<file path="config.mk">
export PLATFORM = sky130hd
export DESIGN_NAME = lbm_step_sequencer
export DESIGN_NICKNAME = d
export VERILOG_FILES = /design/src/rtl/lbm_step_sequencer.sv
export SDC_FILE = /design/constraint.sdc
export NUM_CORES = 1
export LEC_CHECK = 0
export ABC_AREA = 1
export CORE_ASPECT_RATIO = 1.25
export CORE_MARGIN = 2
export CORE_UTILIZATION = 41
export DETAILED_ROUTE_END_ITERATION = 8
export SKIP_LAST_GASP = 1
export SLEW_MARGIN = 20
export SYNTH_ARGS = -nofsm -noshare
export SYNTH_HDL_FRONTEND = slang
export SYNTH_SLANG_ARGS = --single-unit
</file>
<file path="constraint.sdc">
create_clock -name Clk -period 2.11 [get_ports Clk]
set_input_delay 0.3165 -clock Clk [delete_from_list [all_inputs] [get_ports Clk]]
set_output_delay 0.3165 -clock Clk [all_outputs]
set_load 0.02 [all_outputs]
</file>
<file path="src/rtl/lbm_step_sequencer.sv">
// Phase and address sequencer for the D2Q9 lattice-Boltzmann datapath.
// Read strobes go out directly; each write strobe is its read delayed PIPE_LAT cycles.
module lbm_step_sequencer #(
  parameter int NX       = 16,
  parameter int NY       = 16,
  parameter int PIPE_LAT = 4,
  parameter int ADDR_W   = $clog2(NX*NY)
) (
  input  logic              Clk,
  input  logic              Reset,
  input  logic              start,
  input  logic [7:0]        step_count,
  output logic              busy,
  output logic              done,
  output logic [2:0]        phase,
  output logic              rd_en,
  output logic [ADDR_W-1:0] rd_addr,
  output logic [3:0]        rd_dir,
  output logic [ADDR_W-1:0] wr_addr,
  output logic [3:0]        wr_dir,
  output logic              WE_p_mem,
  output logic              WE_ux_mem,
  output logic              WE_uy_mem,
  output logic              WE_fin_mem,
  output logic              WE_fout_mem,
  output logic              WE_feq_mem,
  output logic              select_init
);
  localparam int XW = (NX > 1) ? $clog2(NX) : 1;
  localparam int YW = (NY > 1) ? $clog2(NY) : 1;
  localparam int DW = (PIPE_LAT > 1) ? $clog2(PIPE_LAT) : 1;
  localparam logic [XW-1:0] X_MAX      = XW'(NX - 1);
  localparam logic [YW-1:0] Y_MAX      = YW'(NY - 1);
  localparam logic [DW-1:0] DRAIN_INIT = DW'(PIPE_LAT - 1);

  // state | meaning: IDLE wait start, INIT load ICs, MOMENT/EQUIL/COLLIDE/STREAM sweeps, DONE pulse
  typedef enum logic [2:0] {
    S_IDLE = 3'd0, S_INIT, S_MOMENT, S_EQUIL, S_COLLIDE, S_STREAM, S_DONE
  } state_t;

  typedef struct packed {
    logic              vld;
    state_t            tag;
    logic [ADDR_W-1:0] addr;
    logic [3:0]        dir;
  } wr_slot_t;

  state_t            state, state_nxt;
  logic [XW-1:0]     x, nbr_x;
  logic [YW-1:0]     y, nbr_y;
  logic [3:0]        d;
  logic              draining;
  logic [DW-1:0]     drain_cnt;
  logic [7:0]        steps_left;
  logic              sweep, last_cell, last_issue, sweep_end;
  logic              xp, xm, yp, ym;
  logic [ADDR_W-1:0] cell_addr, nbr_addr;
  wr_slot_t          pipe [PIPE_LAT];
  wr_slot_t          push_slot, wr_slot;

  always_comb begin
    sweep      = (state == S_MOMENT) || (state == S_EQUIL) ||
                 (state == S_COLLIDE) || (state == S_STREAM);
    last_cell  = (x == X_MAX) && (y == Y_MAX);
    last_issue = last_cell && ((state != S_STREAM) || (d == 4'd8));
    sweep_end  = sweep && draining && (drain_cnt == '0);
    rd_en      = sweep && !draining;

    state_nxt = state;
    case (state)
      S_IDLE:    if (start) state_nxt = S_INIT;
      S_INIT:    if (last_cell) state_nxt = (steps_left == 8'd0) ? S_DONE : S_MOMENT;
      S_MOMENT:  if (sweep_end) state_nxt = S_EQUIL;
      S_EQUIL:   if (sweep_end) state_nxt = S_COLLIDE;
      S_COLLIDE: if (sweep_end) state_nxt = S_STREAM;
      S_STREAM:  if (sweep_end) state_nxt = (steps_left > 8'd1) ? S_MOMENT : S_DONE;
      S_DONE:    state_nxt = S_IDLE;
      default:   state_nxt = S_IDLE;
    endcase
  end

  // Periodic neighbour by compare/select on the D2Q9 velocity components.
  always_comb begin
    xp = (d == 4'd1) || (d == 4'd5) || (d == 4'd8);
    xm = (d == 4'd3) || (d == 4'd6) || (d == 4'd7);
    yp = (d == 4'd2) || (d == 4'd5) || (d == 4'd6);
    ym = (d == 4'd4) || (d == 4'd7) || (d == 4'd8);
    nbr_x = x;
    if (xp)      nbr_x = (x == X_MAX) ? '0 : x + XW'(1);
    else if (xm) nbr_x = (x == '0) ? X_MAX : x - XW'(1);
    nbr_y = y;
    if (yp)      nbr_y = (y == Y_MAX) ? '0 : y + YW'(1);
    else if (ym) nbr_y = (y == '0) ? Y_MAX : y - YW'(1);
    cell_addr = ADDR_W'(y) * ADDR_W'(NX) + ADDR_W'(x);
    nbr_addr  = ADDR_W'(nbr_y) * ADDR_W'(NX) + ADDR_W'(nbr_x);

    push_slot = '0;
    if (rd_en) begin
      push_slot.vld  = 1'b1;
      push_slot.tag  = state;
      push_slot.addr = (state == S_STREAM) ? nbr_addr : cell_addr;
      push_slot.dir  = (state == S_STREAM) ? d : 4'd0;
    end
    wr_slot = pipe[PIPE_LAT-1];
  end

  always_comb begin
    busy        = (state != S_IDLE);
    done        = (state == S_DONE);
    phase       = state;
    select_init = (state == S_INIT);
    rd_addr     = rd_en ? cell_addr : '0;
    rd_dir      = (rd_en && state == S_STREAM) ? d : 4'd0;
    wr_addr     = select_init ? cell_addr : wr_slot.addr;
    wr_dir      = select_init ? 4'd0 : wr_slot.dir;
    WE_p_mem    = select_init || (wr_slot.vld && wr_slot.tag == S_MOMENT);
    WE_ux_mem   = WE_p_mem;
    WE_uy_mem   = WE_p_mem;
    WE_fin_mem  = select_init || (wr_slot.vld && wr_slot.tag == S_STREAM);
    WE_feq_mem  = wr_slot.vld && wr_slot.tag == S_EQUIL;
    WE_fout_mem = wr_slot.vld && wr_slot.tag == S_COLLIDE;
  end

  always_ff @(posedge Clk) begin
    if (Reset) state <= S_IDLE;
    else       state <= state_nxt;
  end

  always_ff @(posedge Clk) begin
    if (Reset) begin
      x          <= '0;
      y          <= '0;
      d          <= '0;
      draining   <= 1'b0;
      drain_cnt  <= '0;
      steps_left <= '0;
    end else begin
      if (state == S_IDLE && start)
        steps_left <= step_count;
      else if (state == S_STREAM && sweep_end)
        steps_left <= steps_left - 8'd1;

      if (state_nxt != state) begin
        x         <= '0;
        y         <= '0;
        d         <= '0;
        draining  <= 1'b0;
        drain_cnt <= '0;
      end else if (rd_en || state == S_INIT) begin
        if (rd_en && last_issue) begin
          draining  <= 1'b1;
          drain_cnt <= DRAIN_INIT;
        end
        if (state == S_STREAM && d != 4'd8) begin
          d <= d + 4'd1;
        end else begin
          d <= '0;
          if (x == X_MAX) begin
            x <= '0;
            y <= (y == Y_MAX) ? '0 : y + YW'(1);
          end else begin
            x <= x + XW'(1);
          end
        end
      end else if (draining) begin
        drain_cnt <= drain_cnt - DW'(1);
      end
    end
  end

  always_ff @(posedge Clk) begin
    if (Reset) begin
      for (int i = 0; i < PIPE_LAT; i++) pipe[i] <= '0;
    end else begin
      pipe[0] <= push_slot;
      for (int i = 1; i < PIPE_LAT; i++) pipe[i] <= pipe[i-1];
    end
  end
endmodule

</file>
==> results.yml <==
detailed_routing:
  drc: 0
  drtAntennaViolNets: 0
  first_pass_iters: 4
  viasPerCell: 4.63
  vias: 3520
  drt-total-wl_mm: 8.70
  routedWlPerCell_um: 11.4
  drt_iter0_markers: 110
clocking:
  clockRootBuffer: "clkbuf_16"
  cts_tree: "built"
  cts.clk_slew.worst_paths_ps: 70
  post_cts_buffers: 0
  h-tree-depth: 3
  postCtsHoldBufs: 0
  insertion_delay_ps: 340
  cts-buffers-inserted: 9
  clock-sinks: 90
  clock_path_buffers: 2
floorplan:
  core_um2: 9660
  die_area_um2: 10800
  die_w_um: 93.2
  start_util_pct: 42.2
  io_pins: 48
  die_h_um: 116
  placementRows: 40
grt:
  use_met1_pct: 21.6
  grt_max_degree: 33
  grt.busiest_layer: "met2"
  grt_pass1_wl_mm: 14.8
  grt.overflow.total: 0
  grt_use_total_pct: 17.3
  grt_pass1_vias: 3299
  grt_use_met2_pct: 28.8
  met3_usage_pct: 3.45
  antenna_found_initial: 0
power_and_ir_drop:
  leakage_nw: 2.14
  p_comb_share_pct: 8.1
  ir_worst_vdd_mv: 0.358
  netSwitchingFraction_pct: 24.8
  clockPowerShare_pct: 44.9
  p_sw_w: 0.000913
  sequentialPowerShare_pct: 47.0
  p_int_w: 0.00277
  powerDensity_nw_per_um2: 738
setup_path:
  reg2reg_depth: 14
  required_ps: 1790
  cp_data_arrival_time_ps: 1670
  cp-end-kind: "output port"
  critPathKind: "register to output port"
  critPathLaunchType: "register"
  crit_fanout: 19
timing:
  finalSetupTns_ps: 0
  fin_ws_ps: 124
  setup_viol: 0
  worstMarginPinSlew_ps: 572
  slew_violations: 0
  min_period_ps: 1990
  finalCritPeriodShare_pct: 94.1
  fin_skew_ps: 7.42
  rsz0062_at_grt: "true"
  max_freq_mhz: 503
  relSlewSlack_pct: 61.6
  finalHoldViolCount: 0
synthesis:
  syn_nets: 597
  async_flop_share_pct: 0
  syn_area_um2: 4080
  synth-main-ff-cell: "dfxtp_1"
  ys_ff_latch: 90
  synth_enable_flop_cells: 0
  ys_warn_count: 0
  synthCells: 571
  ys_seq_area_share_pct: 44.2
  synthDistinctLibCells: 33
  avgSynthCellArea_um2: 7.14
placement:
  dp_hpwl_mm: 6.37
  portBuffers: 47
  place.gp.congestion: 0.856
  dpl_cell_area_um2: 4770
  place_ws_ps: 27.4
final_layout:
  nets: 656
  layout-drive-gt1-share_pct: 13.4
  diodes: 0
  syn_to_final_growth_pct: 22.5
  layout_common_cells: "inv_1, nor2_1, dfxtp_1, nand2_1, o21ai_0"
  fin_area_um2: 5000
run:
  drv_cap: 0
min_path:
  hold_depth: 2
  hp-class: "input pin to register"
status:
  outcome: "finished clean"
-- cells by family (layout without fill, tap and decap cells) --
group                      Yosys count  in the layout  share of synthesized area, %
and+or+nand+nor                    254            254                          27.1
buffers and inverters              128            192                          12.3
DFF                                 90             90                          44.2
AOI/OAI and AO/OA                   76             76                          10.2
adders and majority gates           15             15                          4.60
xor gates and xnor gates             8              8                          1.72
-- per-stage QoR --
step	hold WS [ps]	power, W	utilization, %	cells
2_1_floorplan	388	0.00197	-	571
6_report	303	0.00368	51.7	761
3_5_place_dp	392	0.00208	49.4	745
3_3_place_gp	388	0.00208	49.4	745
4_1_cts	292	0.00373	52.3	761
5_1_grt	307	0.00384	51.7	761
-- critical path, stage by stage (launching register included) --
cell and delay [ps]:
dfxtp_1 310, buf_4 150, nor2_4 120, nand2_2 90
buf_12 170, nand2_1 80, o21ai_0 80, dlygate4sd2_1 330
-- state kept, by name, indices dropped and copies added (netlist names) --
name and count:
steps_left 8, d 4, y 4, drain_cnt 2
pipe 64, draining 1, x 4, phase 3
-- power groups by stage --
stage	Combinational, W	Sequential, W	Clock (W)
5_1_grt	0.000335	0.00173	0.00177
6_report	0.000299	0.00173	0.00165
4_1_cts	0.000302	0.00173	0.00170
3_3_place_gp	0.000304	0.00177	0
3_5_place_dp	0.000307	0.00177	0
2_1_floorplan	0.000201	0.00177	0
-- layout make-up --
cell class | instances | area [µm²]
Tap cell | 126 | 158
Clock inverter | 7 | 85.1
Inverter | 114 | 430
Multi-Input combinational cell | 353 | 1790
Clock buffer | 9 | 225
Timing Repair Buffer | 62 | 509
Fill cell | 973 | 4660
Sequential cell | 90 | 1800
-- synthesized netlist by cell type, types with 3 or more instances --
cell type / instances / area share [%]
nor2_1: 108 / 9.9
inv_1: 106 / 9.8
dfxtp_1: 90 / 44
nand2_1: 82 / 7.5
o21ai_0: 35 / 4.3
a21oi_1: 27 / 3.3
nand3_1: 26 / 3.2
ha_1: 15 / 4.6
nor2_2: 14 / 2.1
nor3_1: 9 / 1.1
clkbuf_1: 8 / 0.74
inv_2: 7 / 0.64
xor2_1: 6 / 1.3
nand3_2: 4 / 0.98
a31oi_1: 3 / 0.46
nand4_1: 3 / 0.46
nor2_4: 3 / 0.83
o211ai_1: 3 / 0.55
-- metal layers --
metal	up-vias	routed length, µm
li1	1866	-
met2	57	4180
met5	-	0
met3	13	255
met4	0	141
met1	1584	4120
-- final timing paths --
path	start	endpoint	slack [ps]
setup / recovery	phase[2]	wr_addr[5]	120
hold / removal	Reset	pipe[0][15]	300
setup reg to reg	phase[2]	d[0]	260
hold reg to reg	pipe[0][32]	pipe[0][48]	400
-- timing repair --
item,4_1_cts,5_1_grt
setup endpoints to repair,30,25
gates resized for setup,36,41
gates cloned,0,0
(Power assumes the default switching activity.)
